--- config.mk ---
export PLATFORM = sky130hd
export DESIGN_NAME = multdiv_issue_ctrl
export DESIGN_NICKNAME = d
export VERILOG_FILES = /design/src/rtl/multdiv_issue_ctrl.sv
export SDC_FILE = /design/constraint.sdc
export NUM_CORES = 1
export LEC_CHECK = 0
export ABC_AREA = 1
export CORE_AREA = 4 4 113 142
export CTS_CLUSTER_DIAMETER = 40
export DETAILED_ROUTE_END_ITERATION = 10
export DIE_AREA = 0 0 117 146
export PLACE_DENSITY_LB_ADDON = 0.2
export SYNTH_ARGS = -nofsm -noshare
export SYNTH_HDL_FRONTEND = slang
export SYNTH_SLANG_ARGS = --single-unit
--- constraint.sdc ---
create_clock -name clock -period 1.8 [get_ports clock]
set_clock_uncertainty 0.05 [all_clocks]
set_input_delay 0.45 -clock clock [delete_from_list [all_inputs] [get_ports clock]]
set_output_delay 0.45 -clock clock [all_outputs]
set_load 0.01 [all_outputs]
--- src/rtl/multdiv_issue_ctrl.sv ---
// rtl/multdiv_issue_ctrl.sv - launches one mult/div operation, stalls until ready, delivers one writeback
// Optional saturating stall-cycle counter enabled by `define MULTDIV_PERF_COUNT_EN.
module multdiv_issue_ctrl #(
  parameter int unsigned RSTATUS_REG   = 30,
  parameter int unsigned MULT_EXC_CODE = 4,
  parameter int unsigned DIV_EXC_CODE  = 5,
  parameter int unsigned TIMEOUT       = 64
) (
  input  logic        clock,
  input  logic        reset_n,
  input  logic        issue_valid,
  input  logic        issue_op,
  input  logic [31:0] issue_rs,
  input  logic [31:0] issue_rt,
  input  logic [4:0]  issue_rd,
  input  logic        flush,
  output logic [31:0] data_operandA,
  output logic [31:0] data_operandB,
  output logic        ctrl_MULT,
  output logic        ctrl_DIV,
  input  logic [31:0] data_result,
  input  logic        data_exception,
  input  logic        data_resultRDY,
  output logic        stall,
  output logic        wb_valid,
  output logic [4:0]  wb_rd,
  output logic [31:0] wb_data,
  output logic [31:0] perf_stall_cycles
);

  typedef enum logic [1:0] {IDLE, START, WAIT, WB} state_t;

  localparam logic [7:0] TMO_LAST = 8'(TIMEOUT - 1);

  state_t      state, state_nxt;
  logic        op_q;
  logic [4:0]  rd_q;
  logic [7:0]  tmo_cnt;
  logic        mult_q, div_q;
  logic        accept, capture, timed_out;

  always_comb begin
    state_nxt = state;
    stall     = 1'b0;
    accept    = 1'b0;
    capture   = 1'b0;
    timed_out = 1'b0;
    case (state)
      IDLE: begin
        stall = issue_valid;
        if (issue_valid && !flush) begin
          accept    = 1'b1;
          state_nxt = START;
        end
      end
      START: begin
        // Ready is not looked at here: it may still be the previous operation's.
        stall     = 1'b1;
        state_nxt = WAIT;
      end
      WAIT: begin
        stall = 1'b1;
        if (data_resultRDY) begin
          capture   = 1'b1;
          state_nxt = WB;
        end else if (tmo_cnt == TMO_LAST) begin
          capture   = 1'b1;
          timed_out = 1'b1;
          state_nxt = WB;
        end
      end
      WB:      state_nxt = IDLE;
      default: state_nxt = IDLE;
    endcase
    if (flush) begin
      state_nxt = IDLE;
      capture   = 1'b0;
    end
  end

  always_ff @(posedge clock or negedge reset_n) begin
    if (!reset_n) begin
      state         <= IDLE;
      op_q          <= 1'b0;
      rd_q          <= '0;
      data_operandA <= '0;
      data_operandB <= '0;
      mult_q        <= 1'b0;
      div_q         <= 1'b0;
      tmo_cnt       <= '0;
      wb_rd         <= '0;
      wb_data       <= '0;
    end else begin
      state  <= state_nxt;
      mult_q <= accept & ~issue_op;
      div_q  <= accept & issue_op;
      if (accept) begin
        op_q          <= issue_op;
        rd_q          <= issue_rd;
        data_operandA <= issue_rs;
        data_operandB <= issue_rt;
      end
      if (state == START) begin
        tmo_cnt <= '0;
      end else if (state == WAIT) begin
        tmo_cnt <= tmo_cnt + 8'd1;
      end
      if (capture) begin
        if (timed_out || data_exception) begin
          wb_rd   <= 5'(RSTATUS_REG);
          wb_data <= op_q ? 32'(DIV_EXC_CODE) : 32'(MULT_EXC_CODE);
        end else begin
          wb_rd   <= rd_q;
          wb_data <= data_result;
        end
      end
    end
  end

  // A flush in the same cycle squashes the start pulse and the write enable.
  assign ctrl_MULT = mult_q & ~flush;
  assign ctrl_DIV  = div_q & ~flush;
  assign wb_valid  = (state == WB) && (wb_rd != 5'd0) && !flush;

`ifdef MULTDIV_PERF_COUNT_EN
  always_ff @(posedge clock or negedge reset_n) begin
    if (!reset_n) begin
      perf_stall_cycles <= '0;
    end else if (stall && (perf_stall_cycles != 32'hFFFF_FFFF)) begin
      perf_stall_cycles <= perf_stall_cycles + 32'd1;
    end
  end
`else
  assign perf_stall_cycles = '0;
`endif

endmodule

==> results of run 1 <==
logic make-up (layout without fill, tap and decap cells):
kind of cell             after synthesis  count (layout)
AND/OR/NAND/NOR                      164             164
flip-flops                           119             119
buffers and inverters                 74             300
multiplexers                          69              69
AO/OA/AOI/OAI                         17              17
adder cells (fa/ha/maj)                7               7
other                                  1              32
tightest hold or removal path: cells and delay by family, from the launching register on:
family,cells,cell delay [ps]
flops,1,330
simple gates,2,100
sequential cells by signal, indices dropped and copies added, names as in the netlist, 2 cells and up:
signal / flops
data_operandB: 32
tmo_cnt: 8
wb_data: 32
state: 2
data_operandA: 32
wb_rd: 5
rd_q: 5
power by group through the flow:
stage / Sequential (uW) / Clock (uW) / Combinational, uW
finish: 4440 / 3840 / 4560
global route: 4600 / 4100 / 5010
CTS: 4450 / 3970 / 4590
detailed placement: 4510 / 0 / 5280
global placement: 4460 / 0 / 5210
floorplan: 4970 / 0 / 1720
stage by stage:
| stage | instances | setup TNS [ps] | util | hold WS [ps] |
|---|---|---|---|---|
| after floorplan | 482 | 0 | - | 104 |
| after global placement | 855 | -16770 | 0.504 | 343 |
| after detailed placement | 855 | -19530 | 0.504 | 351 |
| after CTS | 889 | -247 | 0.543 | 417 |
| after global routing | 890 | -321 | 0.545 | 438 |
| final | 890 | -194 | 0.545 | 412 |
worst max path at each step:
stage                              start  slack (ps)        to  cells after the start
finish              state[0]$_DFFE_PN0P_        -110     stall                      5
global route        state[0]$_DFFE_PN0P_        -160     stall                      5
global placement                   flush        -370  wb_valid                      5
CTS                 state[0]$_DFFE_PN0P_        -130  wb_valid                      5
floorplan           state[0]$_DFFE_PN0P_         100     stall                      5
detailed placement                 flush        -370  wb_valid                      5
Yosys cell counts (all sizes together):
cell type,instances,share of area
nand2,124,0.092
dfrtp,119,0.59
mux2,69,0.16
buf,45,0.069
inv,28,0.021
nor2,26,0.019
nand3,11,0.013
a21oi,8,0.0079
o21ai,8,0.0079
ha,7,0.017
nand4,3,0.0037
a31oi,1,0.0012
clkbuf,1,0.0027
conb,1,0.00074
per-layer routing:
metal,global-route usage,vias to the layer above
met5,0,-
met4,0.0493,6
met3,0.0973,17
met2,0.274,177
met1,0.165,1828
li1,-,1875
layout by cell type (no fill, tap or decap), drive strengths merged:
cell type,netlist,final
nand2,124,124
dfrtp,119,119
clkdlybuf4s50,0,105
dlygate4sd2,0,102
mux2,69,69
conb,1,32
buf,45,30
inv,28,28
nor2,26,26
clkbuf,1,20
nand3,11,11
a21oi,8,8
o21ai,8,8
ha,7,7
bufinv,0,6
clkinv,0,4
nand4,3,3
clkinvlp,0,2
dlymetal6s2s,0,2
a31oi,1,1
dlygate4sd3,0,1
cell type report:
type / instances / share of cell area
sequential: 119 / 0.370
timing repair buffer: 240 / 0.283
multi-input combinational: 289 / 0.220
clock buffer: 20 / 0.0568
tap: 182 / 0.0283
clock inverter: 12 / 0.0277
inverter: 28 / 0.0131
repair_timing:
action | in CTS | in global routing
pin swaps | 2 | 2
hold buffers | 1 | 0
hold endpoints to repair | 22 | 0
buffers inserted | 1 | 1
endpoints found under the setup margin | 103 | 38
gates resized for setup | 113 | 9
==> metrics.md, run 1 <==
| Metric | Value |
|---|---|
| Most frequent CP cell | inv_2 |
| # fillers | 1,306 |
| Die Area | 17,100 um^2 |
| # DRC | 0 |
| DRT antenna net count | 0 |
| Die Width | 117 um |
| Clock Path Buffers | 2 |
| Metal3 WL | 1.66 mm |
| Initial antenna violation count | 3 |
| Final Hold Fails | 0 |
| Yosys reg bits | 119 |
| Internal power | 9000 uW |
| Min-delay worst type | flip-flop to flip-flop |
| Main combinational cell family by area after synthesis | multiplexers |
| Pre-CTS WS | -371 ps |
| Critical Path Max Stage Delay | 390 ps |
| DR vias/cell | 4.39 |
| I/O Pins | 245 |
| Post-Synth XOR/XNOR Area | 0 |
| Maximum vdd ir drop | 0.879 mV |
| Net Sw Power | 3840 uW |
| Drt total wl | 13.1 mm |
| Setup-failing EPs final | 2 |
| Crit share post-route | 1.06 |
| Clock slew seen by the registers of the worst setup and hold paths | 50 ps |
| Placed cell area | 7440 um^2 |
| Starting Density | 0.344 |
| Via count | 3,903 |
| TritonRoute pass-1 iters | 5 |
| Fmax | 524 MHz |
| Clk_lat worst skew | 400 ps |
| Sequential Power Share | 0.346 |
| Vias in the first global route | 4,306 |
| Capture point of the worst reg-to-reg path | wb_data[25]$_DFFE_PN0P_ |
| DP HPWL | 10.1 mm |
| # diodes | 0 |
| Compound-cell area share of the yosys netlist | 0.0170 |
| Global placement routability congestion | 0.803 |
| TritonCTS Sinks | 119 |
| Total track usage | 0.162 |
| CTS tree | done |
| Crit-path max FO | 2 |
| CP delay by family, top | flip-flops |
| Combinational Power Share | 0.355 |
| Clk pwr share | 0.299 |
| Synth Area in Adders | 0.0173 |
| Hold path cells | 2 |
| Flop-to-flop setup slack | 170 ps |
| Synthesized cell area | 5070 um^2 |
| Core area | 14,800 um^2 |
| Unique masters post-synth | 19 |
| Post-Synth Simple-Gate Area | 0.128 |
| Mapped Cells | 451 |
| Final instance area | 8040 um^2 |
| FF-to-FF Start | state[0]$_DFFE_PN0P_ |
| WL per Instance | 14.8 um |
| Largest net degree at the start of global routing | 44 |
| RSZ-0062 raised after global routing | yes |
| Warnings from Yosys | 0 |
| CTS H-tree lvls | 4 |
| Fin crit period | 1910 ps |
| PnR worst setup slack | -110 ps |
| Mux contribution to synthesized area | 0.158 |
| DR top layer | met5 |
| Synth-to-layout area growth | 58.4% |
| Min-delay src | wb_data[28]$_DFFE_PN0P_ |
| Drt first-iter violations | 51 |
| Worst Path Required | 1300 ps |
| Share of layout cells above drive strength 1 | 0.196 |
| Multi-input gate area | 1770 um^2 |
| Fin. max-slew vios | 0 |
| Worst Hold End | wb_data[28]$_DFFE_PN0P_ |
| Seq/Total Area, Yosys | 0.587 |
| Grt ovf | 0 |
| DRT met1 WL | 4.55 mm |
| Die height | 146 um |
| CP Capture Type | output pin |
| Leak | 0.00405 uW |
| Sequential standard cell area | 2980 um^2 |
| Switching Share | 0.299 |
| Pwr Total | 12,800 uW |
| Crit-path cells | inv_2 > ha_4 > inv_2 > a21oi_2 > buf_2 |
| Status | finished, violations left |
| CTS root buf | clkbuf_16 |
| Mapped Avg Cell Area | 11.3 um^2 |
| Num CTS Buffers | 17 |
| Pwr Density | 1600 nW/um^2 |
| Rows | 50 |
| Met2 Wirelength | 6.72 mm |
| Crit path buffers/inverters | 3 |
| IO Port Bufs | 212 |
| Max-Cap Viols | 0 |
| First-pass GRT wire length | 21.3 mm |
| Final net count | 810 |
| Crit path DAT | 1410 ps |
| Startpoint types | flip-flop |
| Failing checks | setup timing |
| Worst-case reg-to-reg path depth | 10 |
| Setup CP Type | flip-flop to output pin |
| CP max stage cell | dfrtp_1 |
No activity file was read; power rests on OpenSTA's default activity.
==> run 2: changes to the inputs <==
Settings changed: CORE_AREA 4 4 113 142 to 4 4 105 132, DIE_AREA 0 0 117 146 to 0 0 109 136, SETUP_SLACK_MARGIN from default to 0.15.
==> metrics.md, run 2 (synthesis results as in run 1) <==
| Metric | Value |
|---|---|
| Grt ovf | 0 |
| Synth-to-layout area growth | 58.0% |
| Leading cell types in the layout, fill and taps excluded | nand2_1, dfrtp_1, clkdlybuf4s50_1 |
| DR vias/cell | 4.48 |
| WL per Instance | 15.2 um |
| Crit share post-route | 1.04 |
| Global placement routability congestion | 0.773 |
| Total track usage | 0.182 |
| Pwr Density | 1560 nW/um^2 |
| Fin crit period | 1870 ps |
| Crit-path max FO | 4 |
| I/O Pins | 245 |
| Multi-input gate area | 1780 um^2 |
| Final core occ | 0.636 |
| # DRC | 0 |
| Drt first-iter violations | 117 |
| Via count | 3,939 |
| Clock slew seen by the registers of the worst setup and hold paths | 50 ps |
| TritonCTS Sinks | 119 |
| Largest net degree at the start of global routing | 36 |
| Starting Density | 0.403 |
| CTS root buf | clkbuf_16 |
| RSZ-0062 raised after global routing | yes |
| CTS H-tree lvls | 4 |
| PnR worst setup slack | -66.0 ps |
| # fillers | 1,056 |
| Net Sw Power | 3890 uW |
| DRT antenna net count | 0 |
| Fmax | 536 MHz |
| Die Area | 14,800 um^2 |
| DRT met1 WL | 4.67 mm |
| Maximum vdd ir drop | 0.894 mV |
| DP HPWL | 10.0 mm |
| Clock Path Buffers | 2 |
| Drt total wl | 13.3 mm |
| Crit path DAT | 1370 ps |
| DR top layer | met4 |
| Share of layout cells above drive strength 1 | 0.208 |
| CTS tree | done |
| Largest registers | data_operandA x32, data_operandB x32, wb_data x32 |
| Core area | 12,600 um^2 |
| Final Hold Fails | 0 |
| Sequential standard cell area | 2980 um^2 |
| Setup CP Type | flip-flop to output pin |
| Pwr Total | 12,500 uW |
| Commonest non-fill, non-tap cell in the layout | nand2_1 |
| Status | finished, violations left |
| Die height | 136 um |
| Clk_lat worst skew | 390 ps |
| Worst Path Required | 1300 ps |
| Critical Path Max Stage Delay | 390 ps |
| Sequential Power Share | 0.356 |
| Placed Cells incl. Taps | 842 |
| Failing checks | setup timing |
| Die Width | 109 um |
| Crit-path cells | buf_4 > ha_1 > nand3_1 > inv_1 > buf_2 |
| CP max stage cell | dfrtp_1 |
| Min-delay worst type | flip-flop to flip-flop |
| Clk pwr share | 0.274 |
| Initial antenna violation count | 1 |
| Setup-failing EPs final | 2 |
| CP Capture Type | output pin |
| Vias in the first global route | 4,125 |
| First-pass GRT wire length | 20.7 mm |
| Max-Cap Viols | 0 |
| Met2 Wirelength | 6.72 mm |
| Combinational Power Share | 0.369 |
| Metal3 WL | 1.72 mm |
| Final net count | 813 |
| Leak | 0.00404 uW |
| Setup Total Neg Slack | -129 ps |
| Startpoint types | flip-flop |
| Fin. max-slew vios | 0 |
| TritonRoute pass-1 iters | 4 |
| Rows | 46 |
| Switching Share | 0.311 |
| Num CTS Buffers | 17 |
| Layout Cells excl Fill | 880 |
| IO Port Bufs | 212 |
| Internal power | 8610 uW |
## run 2: changes by cell type in the layout (fill, tap and decap cells not counted), sizes merged
cell / previous run / this run
clkinv: 4 / 7
buf: 30 / 33
diode: 0 / 1
bufinv: 6 / 3
dlymetal6s2s: 2 / 0
clkbuf: 20 / 24
dlygate4sd2: 102 / 100
## run 2: routing by layer
metal | track usage | vias up
met3 | 0.102 | 20
met4 | 0.0723 | 0
met5 | 0 | -
li1 | - | 1887
met1 | 0.182 | 1861
met2 | 0.311 | 171
## run 2: metrics by stage
step | hold WS (ps) | setup slack (ps) | instance area, um^2
floorplan | 104 | 161 | 5190
global placement | 387 | -358 | 7460
detailed placement | 389 | -374 | 7460
CTS | 417 | -85.8 | 7970
global route | 429 | -123 | 8020
finish | 411 | -66.0 | 8020
## run 2: what timing repair did
| action | 4_1_cts | 5_1_grt |
|---|---|---|
| buffers inserted | 1 | 1 |
| cloned | 0 | 2 |
| hold buffers | 1 | 0 |
| pin swaps | 2 | 3 |
| endpoints found under the setup margin | 137 | 74 |
| resized for setup | 122 | 11 |
| endpoints found under the hold margin | 24 | 0 |
## run 2: path summary, 6_finish.rpt
check,from,to,slack (ps),depth (start not counted)
max in group asynchronous,reset_n,wb_data[0]$_DFFE_PN0P_,630,3
setup / recovery,state[0]$_DFFE_PN0P_,wb_valid,-70,5
hold / removal,wb_data[13]$_DFFE_PN0P_,wb_data[13]$_DFFE_PN0P_,410,2
setup reg to reg,state[0]$_DFFE_PN0P_,data_operandA[28]$_DFFE_PN0N_,210,6
hold reg to reg,wb_data[13]$_DFFE_PN0P_,wb_data[13]$_DFFE_PN0P_,410,2
min in group asynchronous,reset_n,state[0]$_DFFE_PN0P_,500,2
## run 2: cell type report
type | count | area share
Antenna cell | 1 | 0.000312
Clock buffer | 20 | 0.0570
Clock inverter | 12 | 0.0189
Inverter | 28 | 0.0131
Multi-Input combinational cell | 289 | 0.222
Sequential cell | 119 | 0.371
Tap cell | 168 | 0.0262
Timing Repair Buffer | 243 | 0.292
## run 2: worst max-delay path: cells and delay by family (launching register included)
kind,cells,cell delay [ps]
fa+ha+maj,1,180
buf+inv,3,330
flops,1,390
simple gates,1,70
## run 2: power by group through the flow
stage | sequential, uW | combinational, uW | clock, uW
finish | 4450 | 4620 | 3430
global route | 4620 | 5070 | 3630
CTS | 4460 | 4650 | 3500
detailed placement | 4510 | 5300 | 0
global placement | 4470 | 5230 | 0
floorplan | 4970 | 1730 | 0
